`config.mk`:
```
export PLATFORM = sky130hd
export DESIGN_NAME = ram_arbiter_flat
export DESIGN_NICKNAME = d
export VERILOG_FILES = /design/src/rtl/ram_arbiter_pkg.sv /design/src/rtl/ram_arbiter_if.sv /design/src/rtl/ram_arbiter_rr_pick.sv /design/src/rtl/ram_arbiter.sv /design/src/flat_wrapper.sv
export SDC_FILE = /design/constraint.sdc
export NUM_CORES = 1
export LEC_CHECK = 0
export ABC_AREA = 0
export CAP_MARGIN = 40
export CORE_MARGIN = 2
export CORE_UTILIZATION = 43
export DETAILED_ROUTE_END_ITERATION = 6
export GPL_TIMING_DRIVEN = 0
export PLACE_DENSITY = 0.92
export SYNTH_ARGS = -nofsm -noshare
export SYNTH_HDL_FRONTEND = slang
export SYNTH_SLANG_ARGS = --single-unit
```
`constraint.sdc`:
```
create_clock -name ram_clk -period 4 [get_ports ram_clk]
set_input_delay 0.8 -clock ram_clk [delete_from_list [all_inputs] [get_ports ram_clk]]
set_output_delay 0.8 -clock ram_clk [all_outputs]
set_load 0.02 [all_outputs]
```
`src/rtl/ram_arbiter_pkg.sv`:
```
// Shared types and constants for the two-port RAM arbiter.
// State encoding, grant ids and default widths.
package ram_arbiter_pkg;

    localparam int DEF_ADDR_W = 16;
    localparam int DEF_DATA_W = 8;

    localparam logic GRANT_FETCH = 1'b0;
    localparam logic GRANT_DATA  = 1'b1;

    typedef enum logic [1:0] {
        IDLE    = 2'd0,
        ACCESS  = 2'd1,
        CAPTURE = 2'd2
    } state_t;

endpackage

```
`src/rtl/ram_arbiter_if.sv`:
```
// Requester and RAM-side bundle of the arbiter.
// master = requesters/RAM side, slave = arbiter.
interface ram_arbiter_if
    import ram_arbiter_pkg::*;
#(
    parameter int ADDR_W = DEF_ADDR_W,
    parameter int DATA_W = DEF_DATA_W
);
    logic              fetch_req;
    logic [ADDR_W-1:0] fetch_addr;
    logic              fetch_ready;
    logic [DATA_W-1:0] fetch_rdata;
    logic              data_req;
    logic              data_we;
    logic [ADDR_W-1:0] data_addr;
    logic [DATA_W-1:0] data_wdata;
    logic              data_ready;
    logic [DATA_W-1:0] data_rdata;
    logic              mem_we;
    logic [ADDR_W-1:0] mem_addr;
    logic [DATA_W-1:0] mem_wdata;
    logic [DATA_W-1:0] mem_rdata;
    logic              busy;
    logic              grant;

    modport master (
        output fetch_req, fetch_addr,
        output data_req, data_we, data_addr, data_wdata,
        output mem_rdata,
        input  fetch_ready, fetch_rdata,
        input  data_ready, data_rdata,
        input  mem_we, mem_addr, mem_wdata,
        input  busy, grant
    );

    modport slave (
        input  fetch_req, fetch_addr,
        input  data_req, data_we, data_addr, data_wdata,
        input  mem_rdata,
        output fetch_ready, fetch_rdata,
        output data_ready, data_rdata,
        output mem_we, mem_addr, mem_wdata,
        output busy, grant
    );

endinterface

```
`src/rtl/ram_arbiter_rr_pick.sv`:
```
// Two-way winner select between fetch and data requesters.
// Alternates against the last grant on ties when RR_EN is set.
module ram_arbiter_rr_pick
    import ram_arbiter_pkg::*;
#(
    parameter bit RR_EN = 1'b1
)(
    input  logic i_fetch_req,
    input  logic i_data_req,
    input  logic i_grant,
    output logic o_valid,
    output logic o_winner
);

    // Winner: sole requester, else alternate or fetch-first on a tie.
    always_comb begin
        o_valid  = i_fetch_req | i_data_req;
        o_winner = GRANT_FETCH;
        if (i_fetch_req && i_data_req) begin
            o_winner = RR_EN ? ~i_grant : GRANT_FETCH;
        end else if (i_data_req) begin
            o_winner = GRANT_DATA;
        end
    end

endmodule

```
`src/rtl/ram_arbiter.sv`:
```
// Single owner of the synchronous RAM port, shared by fetch and data.
// IDLE -> ACCESS -> CAPTURE, one transaction every three cycles.
module ram_arbiter
    import ram_arbiter_pkg::*;
#(
    parameter int ADDR_W = DEF_ADDR_W,
    parameter int DATA_W = DEF_DATA_W,
    parameter bit RR_EN  = 1'b1
)(
    input logic          ram_clk,
    input logic          rst,
    ram_arbiter_if.slave bus
);

    state_t            r_state, w_state_nxt;
    logic              r_grant, w_grant_nxt;
    logic              r_wr, w_wr_nxt;
    logic              r_mem_we, w_mem_we_nxt;
    logic [ADDR_W-1:0] r_mem_addr, w_mem_addr_nxt;
    logic [DATA_W-1:0] r_mem_wdata, w_mem_wdata_nxt;
    logic              r_fetch_ready, w_fetch_ready_nxt;
    logic              r_data_ready, w_data_ready_nxt;
    logic [DATA_W-1:0] r_fetch_rdata, w_fetch_rdata_nxt;
    logic [DATA_W-1:0] r_data_rdata, w_data_rdata_nxt;
    logic              w_req_any;
    logic              w_winner;

    ram_arbiter_rr_pick #(
        .RR_EN (RR_EN)
    ) u_pick (
        .i_fetch_req (bus.fetch_req),
        .i_data_req  (bus.data_req),
        .i_grant     (r_grant),
        .o_valid     (w_req_any),
        .o_winner    (w_winner)
    );

    // Next state and next values of every registered output.
    always_comb begin
        w_state_nxt       = r_state;
        w_grant_nxt       = r_grant;
        w_wr_nxt          = r_wr;
        w_mem_we_nxt      = 1'b0;
        w_mem_addr_nxt    = r_mem_addr;
        w_mem_wdata_nxt   = r_mem_wdata;
        w_fetch_ready_nxt = 1'b0;
        w_data_ready_nxt  = 1'b0;
        w_fetch_rdata_nxt = r_fetch_rdata;
        w_data_rdata_nxt  = r_data_rdata;
        unique case (r_state)
            IDLE: begin
                if (w_req_any) begin
                    w_state_nxt = ACCESS;
                    w_grant_nxt = w_winner;
                    if (w_winner == GRANT_DATA) begin
                        w_wr_nxt        = bus.data_we;
                        w_mem_we_nxt    = bus.data_we;
                        w_mem_addr_nxt  = bus.data_addr;
                        w_mem_wdata_nxt = bus.data_wdata;
                    end else begin
                        w_wr_nxt        = 1'b0;
                        w_mem_addr_nxt  = bus.fetch_addr;
                        w_mem_wdata_nxt = '0;
                    end
                end
            end
            ACCESS: begin
                w_state_nxt = CAPTURE;
            end
            CAPTURE: begin
                w_state_nxt = IDLE;
                if (r_grant == GRANT_DATA) begin
                    w_data_ready_nxt = 1'b1;
                    if (!r_wr) begin
                        w_data_rdata_nxt = bus.mem_rdata;
                    end
                end else begin
                    w_fetch_ready_nxt = 1'b1;
                    w_fetch_rdata_nxt = bus.mem_rdata;
                end
            end
            default: begin
                w_state_nxt = IDLE;
            end
        endcase
    end

    // State and output registers; reset drops any in-flight access at once.
    always_ff @(posedge ram_clk or negedge rst) begin
        if (!rst) begin
            r_state       <= IDLE;
            r_grant       <= GRANT_DATA;
            r_wr          <= 1'b0;
            r_mem_we      <= 1'b0;
            r_mem_addr    <= '0;
            r_mem_wdata   <= '0;
            r_fetch_ready <= 1'b0;
            r_data_ready  <= 1'b0;
            r_fetch_rdata <= '0;
            r_data_rdata  <= '0;
        end else begin
            r_state       <= w_state_nxt;
            r_grant       <= w_grant_nxt;
            r_wr          <= w_wr_nxt;
            r_mem_we      <= w_mem_we_nxt;
            r_mem_addr    <= w_mem_addr_nxt;
            r_mem_wdata   <= w_mem_wdata_nxt;
            r_fetch_ready <= w_fetch_ready_nxt;
            r_data_ready  <= w_data_ready_nxt;
            r_fetch_rdata <= w_fetch_rdata_nxt;
            r_data_rdata  <= w_data_rdata_nxt;
        end
    end

    assign bus.mem_we      = r_mem_we;
    assign bus.mem_addr    = r_mem_addr;
    assign bus.mem_wdata   = r_mem_wdata;
    assign bus.fetch_ready = r_fetch_ready;
    assign bus.fetch_rdata = r_fetch_rdata;
    assign bus.data_ready  = r_data_ready;
    assign bus.data_rdata  = r_data_rdata;
    assign bus.busy        = (r_state != IDLE);
    assign bus.grant       = r_grant;

endmodule
```
`src/flat_wrapper.sv`:
```
// flat-port wrapper written by rule: the top's interface ports become plain ports
module ram_arbiter_flat import ram_arbiter_pkg::*;
#(
    parameter int ADDR_W = DEF_ADDR_W,
    parameter int DATA_W = DEF_DATA_W,
    parameter bit RR_EN  = 1'b1
)
  (ram_clk, rst, bus_fetch_req, bus_fetch_addr, bus_data_req, bus_data_we, bus_data_addr, bus_data_wdata, bus_mem_rdata, bus_fetch_ready, bus_fetch_rdata, bus_data_ready, bus_data_rdata, bus_mem_we, bus_mem_addr, bus_mem_wdata, bus_busy, bus_grant);
  ram_arbiter_if #(.ADDR_W(ADDR_W), .DATA_W(DATA_W)) bus_i ();
  input logic ram_clk;
  input logic rst;
  input wire logic [$bits(bus_i.fetch_req)-1:0] bus_fetch_req;
  input wire logic [$bits(bus_i.fetch_addr)-1:0] bus_fetch_addr;
  input wire logic [$bits(bus_i.data_req)-1:0] bus_data_req;
  input wire logic [$bits(bus_i.data_we)-1:0] bus_data_we;
  input wire logic [$bits(bus_i.data_addr)-1:0] bus_data_addr;
  input wire logic [$bits(bus_i.data_wdata)-1:0] bus_data_wdata;
  input wire logic [$bits(bus_i.mem_rdata)-1:0] bus_mem_rdata;
  output wire logic [$bits(bus_i.fetch_ready)-1:0] bus_fetch_ready;
  output wire logic [$bits(bus_i.fetch_rdata)-1:0] bus_fetch_rdata;
  output wire logic [$bits(bus_i.data_ready)-1:0] bus_data_ready;
  output wire logic [$bits(bus_i.data_rdata)-1:0] bus_data_rdata;
  output wire logic [$bits(bus_i.mem_we)-1:0] bus_mem_we;
  output wire logic [$bits(bus_i.mem_addr)-1:0] bus_mem_addr;
  output wire logic [$bits(bus_i.mem_wdata)-1:0] bus_mem_wdata;
  output wire logic [$bits(bus_i.busy)-1:0] bus_busy;
  output wire logic [$bits(bus_i.grant)-1:0] bus_grant;
  assign bus_i.fetch_req = bus_fetch_req;
  assign bus_i.fetch_addr = bus_fetch_addr;
  assign bus_i.data_req = bus_data_req;
  assign bus_i.data_we = bus_data_we;
  assign bus_i.data_addr = bus_data_addr;
  assign bus_i.data_wdata = bus_data_wdata;
  assign bus_i.mem_rdata = bus_mem_rdata;
  assign bus_fetch_ready = bus_i.fetch_ready;
  assign bus_fetch_rdata = bus_i.fetch_rdata;
  assign bus_data_ready = bus_i.data_ready;
  assign bus_data_rdata = bus_i.data_rdata;
  assign bus_mem_we = bus_i.mem_we;
  assign bus_mem_addr = bus_i.mem_addr;
  assign bus_mem_wdata = bus_i.mem_wdata;
  assign bus_busy = bus_i.busy;
  assign bus_grant = bus_i.grant;
  ram_arbiter #(.ADDR_W(ADDR_W), .DATA_W(DATA_W), .RR_EN(RR_EN)) u_core (.ram_clk(ram_clk), .rst(rst), .bus(bus_i));
endmodule
```
==> results.yml <==
timing:
  worst-slew-pin-transition_ns: 0.481
  layout_min_cycle_time_ns: 2.31
  timing.final.ws_setup_ns: 1.69
  hold_viol: 0
  slew_headroom_pct: 68.0
  highest_clock_frequency_the_design_can_meet_mhz: 433
  rsz0062_at_grt: "false"
  timing.final.setup_violations: 0
  fin_crit_sh_pct: 57.7
  fin_setup_tns_ns: 0
  report.final.slew_viol_count: 0
  skew_ns: 0.00627
synthesis:
  synth_area_leaders: "sky130_fd_sc_hd__dfrtp_1, sky130_fd_sc_hd__mux2_2, sky130_fd_sc_hd__mux2_4"
  synth_top_area_cell: "sky130_fd_sc_hd__dfrtp_1"
  ys_types: 19
  syn_nets: 176
  synthesized_instance_count: 123
  ys_seq_elements: 47
  post_synth_instance_area_um2: 1980
  yosys_warnings: 0
  syn-mean-instance-area_um2: 16.1
  synth_top_area_share_pct: 58.2
  synth.yosys.seq_area_share_pct: 59.5
worst_setup_path:
  slowest_delay_ns: 0.54
  cp_slowest_cell: "sky130_fd_sc_hd__clkdlybuf4s50_1"
  cp_cell_sequence: "or2_4 > clkdlybuf4s50_1"
  worst_ep_arrival_time_ns: 1.51
  critical_path.startpoint_type: "register"
  crit_path_max_fanout: 4
  timing.setup.critical_path_class: "register to output port"
  cp_data_required_time_ns: 3.20
  capturing_element_type_of_the_critical_path: "output port"
placed_design:
  final_wtd_congestion: 0.695
  hpwl_um: 3450
  dp_worst_setup_slack_ns: 1.52
  dpl_cell_area_um2: 3030
  placement.io_buffers: 97
floorplan:
  rows: 24
  die-width_um: 71.8
  area_enclosed_by_the_die_boundary_um2: 5160
  io-pin-count: 98
  coreArea_um2: 4380
  die_height_um: 71.8
  start_util_pct: 45.1
grt:
  gr-total-overflow: 0
  grt_pass1_vias: 1484
  pin_count_of_the_biggest_net_entering_global_routing: 29
  global_route_wire_length_before_repair_um: 7180
  antenna_found_initial: 0
  groute.usage.overall_pct: 18.4
detailed_routing:
  route.final.wire_length_um: 4660
  dr_total_vias: 1416
  postRouteAntennaNets: 0
  wl_per_cell_um: 16.6
  drtIter0Drc: 36
  drt_pre_antenna_iters: 4
  remaining_drc_errors: 0
  post_drt_via_cell_ratio: 5.04
power:
  power.density_nw_per_um2: 757
  static-leakage-power_uw: 0.00136
  power.ir.vdd_worst_mv: 0.463
final_layout:
  leading_cell_type_in_the_layout_fill_and_taps_excluded: "sky130_fd_sc_hd__clkdlybuf4s50_1"
  layout.nets: 281
  finish.instance_area_um2: 3130
  area_delta_synth_final_pct: 58.1
  most-common-layout-cells: "sky130_fd_sc_hd__clkdlybuf4s50_1, sky130_fd_sc_hd__dfrtp_1, sky130_fd_sc_hd__mux2_2, sky130_fd_sc_hd__a22o_1, sky130_fd_sc_hd__mux2_4"
  post_route_cells_drive_above_1_share_pct: 29.3
  seq_area_um2: 1180
  multi_input_gate_area_um2: 726
  num-fill-cells: 318
  final_core_util_pct: 71.4
  insertedDiodeCount: 0
clock_tree:
  clk_pin_slew_ns: 0.09
  cts.htree.levels: 2
  hold_buffers: 0
  setup_fix_buffers_added_after_clock_tree_synthesis: 0
  numCtsBuffers: 5
  clock_tree.root_cell: "sky130_fd_sc_hd__clkbuf_8"
  cts_tree: "done"
  worstSkewPairLatency_ns: 0.29
  tritoncts_num_sinks: 47
  cts.repair.resized: 0
  cts.path.max_buffers: 2
outcome:
  status: "finished clean"
job:
  max-cap-violations: 0
min_path:
  hold_path.class: "primary input to asynchronous set/reset pin"
==> layout make-up <==
cell class                 instances  share of cell area [%]
buffer                             8                    2.32
clock buffer                       6                    2.64
clock inverter                     2                   0.520
inverter                           1                   0.120
multi-input combinational         67                    23.2
sequential                        47                    37.6
tap                               52                    2.08
timing repair buffer              98                    31.5
==> report_power, final <==
part | switching [uW] | leakage (uW) | internal [uW]
clock | 156 | 0.0000474 | 141
combinational | 558 | 0.000742 | 693
sequential | 120 | 0.000571 | 702
==> synthesized netlist by cell type <==
master                     count
sky130_fd_sc_hd__dfrtp_1      46
sky130_fd_sc_hd__mux2_2       39
sky130_fd_sc_hd__a22o_1        9
sky130_fd_sc_hd__mux2_4        9
sky130_fd_sc_hd__buf_2         3
sky130_fd_sc_hd__buf_6         3
sky130_fd_sc_hd__nor2b_1       2
sky130_fd_sc_hd__a21bo_1       1
sky130_fd_sc_hd__a21o_1        1
sky130_fd_sc_hd__and2_1        1
sky130_fd_sc_hd__and3b_1       1
sky130_fd_sc_hd__buf_12        1
sky130_fd_sc_hd__clkbuf_1      1
sky130_fd_sc_hd__dfstp_2       1
sky130_fd_sc_hd__inv_1         1
sky130_fd_sc_hd__nor2_1        1
sky130_fd_sc_hd__nor3b_1       1
sky130_fd_sc_hd__o21bai_1      1
sky130_fd_sc_hd__or2_4         1
==> worst max-delay path: cells and delay by family, from the launching register on <==
family / cells / cell delay (ns)
buffers and inverters: 1 / 0.54
flip-flops: 1 / 0.41
AND/OR/NAND/NOR: 1 / 0.26
==> routing by layer <==
| metal | wire, um | vias up | GRT usage, % |
|---|---|---|---|
| met5 | 0 | - | 0 |
| met4 | 49 | 0 | 5.03 |
| met3 | 464 | 5 | 7.31 |
| met2 | 2420 | 59 | 32.0 |
| met1 | 1730 | 707 | 21.1 |
| li1 | - | 645 | - |
==> flip-flops by register name, indices dropped and copies added (netlist names) <==
| name | cells |
|---|---|
| u_core.bus.data_rdata | 8 |
| u_core.bus.data_ready | 1 |
| u_core.bus.fetch_rdata | 8 |
| u_core.bus.fetch_ready | 1 |
| u_core.bus.grant | 1 |
| u_core.bus.mem_addr | 16 |
| u_core.bus.mem_wdata | 8 |
| u_core.bus.mem_we | 1 |
| u_core.r_state | 2 |
| u_core.r_wr | 1 |
==> kinds of logic (layout without fill, tap and decap cells) <==
family                 after synthesis  in the layout  synth area share [%]
muxes                               48             48                  29.0
DFF                                 47             47                  59.5
AOI/OAI and AO/OA                   12             12                  5.25
buffers and inverters                9            115                  3.86
and+or+nand+nor                      7              7                  2.40
==> stage by stage <==
stage	hold slack [ns]	std cells	power, uW
2_1_floorplan	0.432	123	1490
3_3_place_gp	0.451	272	2050
3_5_place_dp	0.468	273	2080
4_1_cts	0.452	281	2400
5_1_grt	0.481	281	2490
6_report	0.448	281	2370
==> final timing paths <==
check                                        from                        end  slack, ns  cells past startpoint
max in group asynchronous                     rst           u_core.bus.grant       2.98                      2
worst max-delay path            u_core.r_state[0]                   bus_busy       1.69                      2
min in group ram_clk            u_core.r_state[1]          u_core.r_state[1]       0.48                      1
worst min-delay path                          rst  u_core.bus.fetch_rdata[7]       0.45                      1
worst max register to register   u_core.bus.grant     u_core.bus.mem_addr[7]       2.31                      5
worst min register to register  u_core.r_state[1]          u_core.r_state[1]       0.48                      1
Note: power is estimated with default switching activity, not from simulation.
